--- config.mk ---
export PLATFORM = sky130hd
export DESIGN_NAME = int_ctrl
export DESIGN_NICKNAME = d
export VERILOG_FILES = /design/src/rtl/int_ctrl_pkg.sv /design/src/rtl/int_pending.sv /design/src/rtl/int_ctrl.sv
export SDC_FILE = /design/constraint.sdc
export NUM_CORES = 1
export LEC_CHECK = 0
export BUFFER_PORTS_ARGS = -buffer_cell sky130_fd_sc_hd__buf_4
export CAP_MARGIN = 10
export CORE_UTILIZATION = 39
export CTS_CLUSTER_DIAMETER = 150
export CTS_CLUSTER_SIZE = 30
export DETAILED_ROUTE_END_ITERATION = 10
export PLACE_DENSITY = 0.8
export SYNTH_ARGS = -nofsm -noshare
export SYNTH_HDL_FRONTEND = slang
export SYNTH_SLANG_ARGS = --single-unit
--- constraint.sdc ---
create_clock -name clk -period 1.2 [get_ports clk]
set_input_delay 0.12 -clock clk [delete_from_list [all_inputs] [get_ports clk]]
set_output_delay 0.12 -clock clk [all_outputs]
set_load 0.05 [all_outputs]
--- src/rtl/int_ctrl_pkg.sv ---
// int_ctrl shared constants: register offsets, GIE bit, FSM states.
// Imported by the interrupt controller top.
package int_ctrl_pkg;

  localparam logic [31:0] MASK_OFF   = 32'h0;
  localparam logic [31:0] STATUS_OFF = 32'h4;
  localparam int          SEL_BIT    = 2;
  localparam int          GIE_BIT    = 0;

  typedef enum logic [1:0] {
    S_IC_IDLE = 2'b00,
    S_IC_REQ  = 2'b01,
    S_IC_SVC  = 2'b10
  } ic_state_e;

endpackage

--- src/rtl/int_pending.sv ---
// Edge detect on irq lines into sticky pending bits.
// A new edge in the same cycle as a W1C clear keeps the bit set.
module int_pending #(
  parameter int N_IRQ = 8
) (
  input  logic             clk,
  input  logic             rst,
  input  logic [N_IRQ-1:0] irq,
  input  logic [N_IRQ-1:0] clr,
  output logic [N_IRQ-1:0] pending
);

  logic [N_IRQ-1:0] irq_q;

  always_ff @(posedge clk) begin
    if (rst) begin
      irq_q   <= '0;
      pending <= '0;
    end else begin
      irq_q   <= irq;
      pending <= (pending & ~clr) | (irq & ~irq_q);
    end
  end

endmodule

--- src/rtl/int_ctrl.sv ---
// Interrupt controller: MASK/STATUS window, request FSM and
// int/int_ack handshake with fetch.
module int_ctrl
  import int_ctrl_pkg::*;
#(
  parameter int N_IRQ = 8
) (
  input  logic             clk,
  input  logic             rst,
  input  logic [N_IRQ-1:0] irq,
  input  logic             de,
  input  logic             drw,
  input  logic [31:0]      daddr,
  input  logic [31:0]      din,
  output logic [31:0]      dout,
  output logic             int_req,
  input  logic             int_ack
);

  ic_state_e        state, state_d;
  logic             int_d;
  logic             ack_clr;
  logic             gie, gie_d;
  logic [N_IRQ-1:0] en;
  logic [N_IRQ-1:0] pending;
  logic [N_IRQ-1:0] clr;
  logic             is_mask, is_status;
  logic             wr_mask, wr_stat;
  logic             rd;
  logic             req;
  logic             unused;

  assign unused    = ^{daddr, din};
  assign is_mask   = daddr[SEL_BIT] == MASK_OFF[SEL_BIT];
  assign is_status = daddr[SEL_BIT] == STATUS_OFF[SEL_BIT];
  assign wr_mask   = de & drw & is_mask;
  assign wr_stat   = de & drw & is_status;
  assign rd        = de & ~drw;
  assign clr       = wr_stat ? din[N_IRQ:1] : '0;
  assign req       = gie & |(pending & en);

  int_pending #(.N_IRQ(N_IRQ)) u_pend (
    .clk     (clk),
    .rst     (rst),
    .irq     (irq),
    .clr     (clr),
    .pending (pending)
  );

  always_comb begin
    state_d = state;
    int_d   = int_req;
    ack_clr = 1'b0;
    case (state)
      S_IC_IDLE: begin
        if (req) begin
          state_d = S_IC_REQ;
          int_d   = 1'b1;
        end
      end
      S_IC_REQ: begin
        if (int_ack) begin
          state_d = S_IC_SVC;
          int_d   = 1'b0;
          ack_clr = 1'b1;
        end
      end
      S_IC_SVC: begin
        if (!int_ack) state_d = S_IC_IDLE;
      end
      default: begin
        state_d = S_IC_IDLE;
        int_d   = 1'b0;
      end
    endcase
  end

  // Hardware GIE clear on acknowledge beats a software write.
  always_comb begin
    gie_d = gie;
    if (ack_clr)      gie_d = 1'b0;
    else if (wr_mask) gie_d = din[GIE_BIT];
  end

  always_ff @(posedge clk) begin
    if (rst) begin
      state   <= S_IC_IDLE;
      int_req <= 1'b0;
      gie     <= 1'b0;
      en      <= '0;
    end else begin
      state   <= state_d;
      int_req <= int_d;
      gie     <= gie_d;
      if (wr_mask) en <= din[N_IRQ:1];
    end
  end

  always_comb begin
    dout = '0;
    if (rd) begin
      if (is_status) dout = 32'({pending, 1'b0});
      else           dout = 32'({en, gie});
    end
  end

endmodule
## After elaboration in Yosys (flattened, before gate mapping)

Cells that the tools add are included.

- Register bits after elaboration: 28
- Bits of input ports: 77
- Output and inout port bits: 33
- Logic and storage cells: 42

- Eq/ne operators: 5
- Muxes and demuxes: 12
- Bitwise operators: 14
- Reductions and logical operators: 5

Operators with widths:

| operator | number |
|---|---|
| $and 8x8->8 | 3 |
| $mux 9 | 2 |
| $not 8->8 | 2 |
| $mux 8 | 1 |
| $or 8x8->8 | 1 |
| $reduce_or 8->1 | 1 |
| $mux 2 | 3 |
| $ne 2x2->1 const B | 3 |
| $pmux 2 s3 | 1 |
| $reduce_and 3->1 | 2 |
| $and 1x1->1 | 5 |
| $mux 1 | 4 |
| $not 1->1 | 3 |
| $pmux 1 s3 | 1 |
| $eq 2x1->1 const B | 1 |
| $eq 2x2->1 const B | 1 |
| $logic_not 2->1 | 1 |
| $reduce_or 2->1 | 1 |

## Logic depth before layout (Yosys ltp)

Gate-level depths: netlist of run 1.

- Depth in word-level cells: 6
- Mapped depth: 4
- Mapped depth without buffers: 3

## Cells and area by module

From an unflattened synthesis of run 1, not the netlist that was laid out.

- Cell total of the unflattened synthesis: 150
- Area, all modules: 1430.1 sq um

By module, submodules not included:

| module | instances | cells each | area each (sq um) | sequential area each (sq um) |
|---|---|---|---|---|
| int_ctrl | 1 | 101 | 865.8 | 240.2 |
| int_pending | 1 | 49 | 564.3 | 320.3 |

## Worst setup path after synthesis of run 1

No wires, ideal clock.

- Path kind: in2out
- From: input drw
- To: output dout[0]
- Arrival time: 1.590 ns
- Data required time: 1.080 ns
- Slack: -0.510 ns
- Stages: 3
- Buffers on the path: 1
- Cell sequence: nand2b_1 > clkbuf_1 > nor3b_1

- Cells in the longest elaborated chain, start to end: 3

Ends and longest elaborated chain:

| item | RTL line | source |
|---|---|---|
| start, declared | int_ctrl.sv:12 | `input logic drw,` |
| $not 1->1 | int_ctrl.sv:38 | `assign rd = de & ~drw;` |
| $and 1x1->1 | int_ctrl.sv:38 |  |
| $mux 9 | int_ctrl.sv:101 | `if (rd) begin` |
| end, declared | int_ctrl.sv:15 | `output logic [31:0] dout,` |

No other way between the ends.

## Worst setup path after layout of run 1

- From: register u_pend.pending[5]
- To: output dout[6]

- Cells in the longest elaborated chain, start to end: 2

Ends and longest elaborated chain:

| item | RTL line | source |
|---|---|---|
| start, declared | int_pending.sv:10 | `output logic [N_IRQ-1:0] pending` |
| start signal, assigned | int_pending.sv:21 | `pending <= (pending & ~clr) \| (irq & ~irq_q);` |
| $mux 9 | int_ctrl.sv:102 | `if (is_status) dout = 32'({pending, 1'b0});` |
| $mux 9 | int_ctrl.sv:101 |  |

No other way between the ends.

==> results of run 1 <==
## path summary, 6_finish.rpt
| kind | end | slack [ns] | depth (start not counted) |
|---|---|---|---|
| worst max register to register | int_req | 0.12 | 4 |
| worst min-delay path | u_pend.irq_q[6] | 0.01 | 2 |
| worst min register to register | u_pend.pending[0] | 0.48 | 2 |
| worst max-delay path | dout[6] | -0.04 | 3 |
## per-layer routing
layer,wire length (µm),part of all wire,global-route usage
met1,1170,0.45,0.161
met2,1280,0.49,0.276
met3,108,0.042,0.0189
met4,34,0.013,0.0779
met5,0,0,0
## placed cells by master (no fill, tap or decap)
master         instances
nand3b_1               4
conb_1                23
nor2_1                17
inv_1                  9
nor3b_4                1
o21ai_1                1
a21oi_1                8
xnor2_1                1
nand2b_1               8
mux2i_1               17
o21ai_0               10
clkbuf_4               3
nand2b_2               1
nor2b_1                8
dlygate4sd3_1          7
nor3b_1                1
buf_6                  9
a22oi_1                4
and4_1                 1
a311oi_2               1
dfxtp_1               11
buf_4                 35
dfxtp_2               17
nand3_2                1
## through the flow
stage	setup TNS [ns]	hold slack (ns)	cells	total power [µW]
detailed placement	0	0.349	223	1420
floorplan	-0.210	0.248	173	1380
global route	-0.415	0.0263	244	1930
CTS	-0.226	0.000947	239	1850
global placement	0	0.342	223	1410
finish	-0.0535	0.0138	244	1840
## power by group
group	leakage, µW	switching [µW]	internal [µW]
clock	0.0000138	270	118
sequential	0.000237	22.2	982
combinational	0.000612	292	160
## worst max-delay path: stages (launching register included)
cell and delay [ns]:
dfxtp_2 0.36, mux2i_1 0.06, nor2_1 0.18, buf_6 0.19
## timing repair
item / CTS / global route
hold endpoints to repair: 7 / 0
pin swaps: 5 / 6
gates resized for setup: 26 / 2
hold buffers: 7 / 0
gates cloned: 0 / 0
setup endpoints to repair: 9 / 9
buffers inserted: 6 / 5
## final cells by class
| class | instances | area [µm²] | share of cell area |
|---|---|---|---|
| multi-input cells | 107 | 653 | 0.366 |
| well taps | 46 | 57.6 | 0.0323 |
| repair buffers | 51 | 434 | 0.244 |
| inverters | 9 | 33.8 | 0.0189 |
| flip-flops and latches | 28 | 582 | 0.326 |
| clock buffers | 3 | 22.5 | 0.0126 |
## registers in the layout, summed over array words and instances (netlist names)
name            count
en                  8
gie                 1
u_pend.pending      8
state               2
int_req             1
u_pend.irq_q        8
## kinds of logic after synthesis
logic type | count (synthesis) | share of synthesized area
buffers and inverters | 38 | 0.178
DFF | 28 | 0.412
AOI/OAI and AO/OA | 24 | 0.103
other | 1 | 0.00276
xor gates and xnor gates | 1 | 0.00644
and+or+nand+nor | 42 | 0.172
muxes | 17 | 0.125
==> key figures, run 1 <==
Global route
  • Largest net degree at the start of global routing: 29
  • Remaining global-route overflow: 0
  • Total GRT Usage: 0.148
  • Vias in the first global route: a little under 1,000
  • Initial antenna violation count: 0
  • First-pass GRT wire length: 4000 µm

Place
  • Port bufs: 32
  • RePlAce Congestion: ~0.71
  • Post-DP Area: 1540 µm²
  • Place WS: a little over 0.06 ns
  • HPWL after DPL: 1730 µm

Cells and area
  • Layout cell share with drive strength beyond 1: 0.343
  • Final core utilization: 0.534
  • Net count reported at finish: between 200 and 300
  • Fin area: 1780 µm²
  • Diode count: 0
  • Layout Area Growth over Synthesis: 31.1%
  • Fillers: 329

Power
  • Power Dens Cells: just over 1000 nW/µm²
  • Leak pwr: around 0.00086 µW
  • Worst vdd ir: 675 µV

Detailed routing
  • DRC: 0
  • Drt pass-1 iters: 4
  • DR iter-0 viols: 20
  • Via/cell ratio: 4.27
  • Via count: 1,041
  • Antenna viol nets, final: 0
  • DR WL/cell: 10.6 µm
  • Post-Route WL: roughly 2600 µm

Yosys
  • Seq/Total Area, Yosys: 0.412
  • Post-synth EDFFs: 0
  • Post-synthesis cell type count: 22
  • FFs w/ async S/R, synth: 0
  • Most frequent cell after synthesis: dfxtp_1
  • Primary FF master, synth: dfxtp_1
  • Synth area leader: dfxtp_1
  • Synth Cell Area: 1360 µm²
  • Avg Cell Area, Syn: 9.01 µm²
  • YS warnings: 0
  • Synth top cells by count: dfxtp_1 (28), buf_4 (24), mux2i_1 (17), nor2_1 (17), o21ai_0 (10)
  • Yosys top cell area share: 0.412
  • Synth area leaders: dfxtp_1 (41%), buf_4 (13%), mux2i_1 (13%)
  • FF+latch count, synth: 28
  • Post-synthesis cell count: 151

STA
  • Fin crit share: 1.03
  • Final worst slack: -0.0370 ns
  • RSZ-0062 raised after global routing: true
  • Fin Clk Skew: roughly 0.0030 ns
  • Crit path time final: 1.24 ns
  • Max Clk Rate: 808 MHz
  • Final Hold Viols: 0
  • Final setup fails: 3
  • Final Max Slew Viols: 0

Setup path
  • CP Max Fanout: 2
  • Path type of the worst setup path: flip-flop to output pin
  • Worst setup EP type: output pin
  • Setup crit start: u_pend.pending[5]
  • Crit start category: flip-flop
  • Critical R2R Launch: u_pend.pending[5]
  • CP arrival: 1.12 ns
  • Req. time, crit path: 1.08 ns

Floorplanning
  • Die height: 61.1 µm
  • Initial Util: 0.408
  • Die W: 61.1 µm
  • I/O pin count: 110
  • Site row count: 21
  • Die Area: 3730 µm²
  • Total core area: 3340 µm²

CTS
  • CTS max path bufs: 2
  • Total CTS buffers: 3
  • Root buffer cell: clkbuf_4
  • CTS Sinks: 28
  • Clock-pin slew on the worst setup and hold paths: between 0.1 and 0.15 ns
  • TritonCTS clock tree: built
  • H-tree level count: 1
  • Clock latency on the worst-skew pair: 0.33 ns

Outcome
  • Failing checks: setup timing
  • Status: finished with violations

Worst hold path
  • Worst hold start: irq[6]
  • Class of the worst hold path: primary input to flip-flop

Flow run
  • MaxCap Viol Count: 0
(Power assumes the default switching activity.)
==> inputs of run 2 (changes only) <==
--- a/config.mk
+++ b/config.mk
@@ -5,13 +5,16 @@
 export SDC_FILE = /design/constraint.sdc
 export NUM_CORES = 1
 export LEC_CHECK = 0
-export BUFFER_PORTS_ARGS = -buffer_cell sky130_fd_sc_hd__buf_4
 export CAP_MARGIN = 10
-export CORE_UTILIZATION = 39
+export CELL_PAD_IN_SITES_DETAIL_PLACEMENT = 2
+export CELL_PAD_IN_SITES_GLOBAL_PLACEMENT = 2
+export CORE_UTILIZATION = 31
 export CTS_CLUSTER_DIAMETER = 150
 export CTS_CLUSTER_SIZE = 30
 export DETAILED_ROUTE_END_ITERATION = 10
-export PLACE_DENSITY = 0.8
+export DONT_BUFFER_PORTS = 1
+export PLACE_DENSITY_LB_ADDON = 0.1
+export SLEW_MARGIN = 10
 export SYNTH_ARGS = -nofsm -noshare
 export SYNTH_HDL_FRONTEND = slang
 export SYNTH_SLANG_ARGS = --single-unit
==> key figures, run 2 (synthesis gave the netlist of run 1 again) <==
Detailed routing
  • Post-Route WL: 3440 µm (was 2590 µm)
  • Top Layer Used: met4 (unchanged)
  • Antenna viol nets, final: 0 (unchanged)
  • Via/cell ratio: 4.57 (was 4.27)
  • Met1 Wirelength: 1410 µm (was 1170 µm)
  • DRC: 0 (unchanged)
  • DR iter-0 viols: 17 (was 20)
  • DR WL/cell: 15.0 µm (was 10.6 µm)
  • DR WL met3: 197 µm (was 108 µm)
  • Via count: 1,047 (was 1,041)
  • Drt pass-1 iters: 4 (unchanged)
  • Metal2 WL: 1800 µm (was 1280 µm)

Global route
  • Remaining global-route overflow: 0 (unchanged)
  • First-pass GRT wire length: 5700 µm (was 4000 µm)
  • Initial antenna violation count: 0 (unchanged)
  • Total GRT Usage: 0.175 (was 0.148)
  • Vias in the first global route: 1,160 (was 995)
  • Largest net degree at the start of global routing: 19 (was 29)

STA
  • RSZ-0062 raised after global routing: true (unchanged)
  • Final worst slack: 0.0124 ns (was -0.0370 ns)
  • Final Hold Viols: 2 (was 0)
  • Fin Clk Skew: 0.00202 ns (was 0.00303 ns)
  • Final setup fails: 0 (was 3)
  • Fin crit share: 0.990 (was 1.03)
  • Max Clk Rate: 842 MHz (was 808 MHz)
  • Final Max Slew Viols: 0 (unchanged)
  • Crit path time final: 1.19 ns (was 1.24 ns)
  • Worst Tran Pin Value: 0.779 ns
  • Max-Slew Margin vs Limit: 0.481
  • Hold slack: -0.0237 ns (was 0.0138 ns)

Setup path
  • Path type of the worst setup path: flip-flop to output pin (unchanged)
  • Slowest cell on crit path: dfxtp_2 (unchanged)
  • Worst R2R Path Depth: 4 (unchanged)
  • Critical path capture point: dout[3] (was dout[6])
  • CP Max Fanout: 3 (was 2)
  • Worst setup EP type: output pin (unchanged)
  • CP cell instances: mux2i_1 > nor2_1 > buf_6 (unchanged)
  • Setup crit start: u_pend.pending[2] (was u_pend.pending[5])
  • Critical R2R Launch: u_pend.pending[0] (was u_pend.pending[5])
  • Req. time, crit path: 1.08 ns (about the same)
  • Reg-to-Reg End: state[0] (was int_req)
  • Slowest stage delay, CP: 0.35 ns (was 0.36 ns)
  • Crit start category: flip-flop (unchanged)
  • CP arrival: 1.07 ns (was 1.12 ns)
  • R2R Setup Slk: 0.21 ns (was 0.12 ns)

Outcome
  • Failing checks: hold timing (was setup timing)
  • Status: finished with violations (unchanged)

Place
  • Port bufs: 0 (was 32)
  • RePlAce Congestion: 0.767 (was 0.712)
  • HPWL after DPL: 2300 µm (was 1730 µm)
  • Place WS: 0.154 ns (was 0.0617 ns)
  • Post-DP Area: 1390 µm² (was 1540 µm²)

Flow run
  • MaxCap Viol Count: 0 (unchanged)

Floorplanning
  • Die W: 68.2 µm (was 61.1 µm)
  • I/O pin count: 110 (unchanged)
  • Site row count: 23 (was 21)
  • Die Area: 4660 µm² (was 3730 µm²)
  • Total core area: 4120 µm² (was 3340 µm²)
  • Initial Util: 0.330 (was 0.408)
  • Die height: 68.2 µm (was 61.1 µm)

Cells and area
  • Fin area: 1690 µm² (was 1780 µm²)
  • Diode count: 0 (unchanged)
  • Layout Area Growth over Synthesis: 24.3% (was 31.1%)
  • Largest regs: en: 8 flops, u_pend.irq_q: 8 flops, u_pend.pending: 8 flops (unchanged)
  • Commonest non-fill, non-tap cell in the layout: conb_1 (was buf_4)
  • Layout cell share with drive strength beyond 1: 0.201 (was 0.343)
  • Final core utilization: 0.411 (was 0.534)
  • Net count reported at finish: 257 (was 277)
  • Most frequent cells in the layout: conb_1 (23), mux2i_1 (17), nor2_1 (17), dlygate4sd3_1 (17), dfxtp_2 (16) (was buf_4 (35), conb_1 (23), mux2i_1 (17), nor2_1 (17), dfxtp_2 (17))

CTS
  • Clock-pin slew on the worst setup and hold paths: 0.10 ns (was 0.14 ns)
  • CTS max path bufs: 2 (unchanged)
  • CTS Sinks: 28 (unchanged)
  • TritonCTS clock tree: built (unchanged)
  • Clock latency on the worst-skew pair: 0.27 ns (was 0.33 ns)
  • Total CTS buffers: 3 (unchanged)
  • H-tree level count: 1 (unchanged)
  • Root buffer cell: clkbuf_8 (was clkbuf_4)

Power
  • Power Dens Cells: 1180 nW/µm² (was 1030 nW/µm²)
  • Leak pwr: 0.000775 µW (was 0.000863 µW)
  • Worst vdd ir: 521 µV (was 675 µV)

Worst hold path
  • Class of the worst hold path: primary input to flip-flop (unchanged)
[run 2: changes by cell type in the layout (fill, tap and decap cells not counted), sizes merged]
cell and delta:
dlygate4sd3 +10, buf -31, clkbuf +1, dlymetal6s4s +1
[run 2: metrics by stage]
stage	hold slack, ns	setup TNS [ns]	power (µW)	cells
6_report	-0.0237	0	1990	229
3_3_place_gp	0.192	0	1330	206
4_1_cts	0.0259	-0.00500	2020	233
3_5_place_dp	0.194	0	1340	206
2_1_floorplan	0.248	-0.210	1380	173
5_1_grt	0.00372	-0.202	2110	229
[run 2: worst min path at each step]
stage	from	slack (ns)	cells past startpoint	end
6_report	irq[2]	-0.02	2	u_pend.pending[2]
3_5_place_dp	rst	0.19	1	u_pend.pending[2]
4_1_cts	rst	0.03	2	int_req
3_3_place_gp	rst	0.19	1	u_pend.pending[3]
5_1_grt	irq[7]	0.004	2	u_pend.pending[7]
2_1_floorplan	irq[0]	0.25	1	u_pend.irq_q[0]
[run 2: metal layers]
layer  vias to the layer above  track usage
met1                       502        0.190
met5                         -            0
met3                         4       0.0533
met2                        37        0.316
li1                        504            -
met4                         0       0.0625
[run 2: worst max-delay path: cells and delay by family (launching register included)]
kind	cells	cell delay [ns]
simple gates	1	0.18
buf+inv	1	0.19
mux	1	0.07
flops	1	0.35
[run 2: layout make-up]
| class | count | area [µm²] |
|---|---|---|
| well taps | 50 | 62.6 |
| fillers | 478 | 2420 |
| inverters | 9 | 33.8 |
| clock buffers | 4 | 55.1 |
| flip-flops and latches | 28 | 581 |
| multi-input cells | 107 | 644 |
| repair buffers | 31 | 314 |
[run 2: power by group]
group	switching, µW	internal [µW]
Sequential	27.2	981
Combinational	270	122
Clock	299	294
[run 2: repair_timing]
action | 4_1_cts | 5_1_grt
hold endpoints to repair | 26 | 5
resized for setup | 8 | 18
pin swaps | 2 | 4
hold buffers | 22 | 1
endpoints found under the setup margin | 3 | 21
buffers inserted | 1 | 0
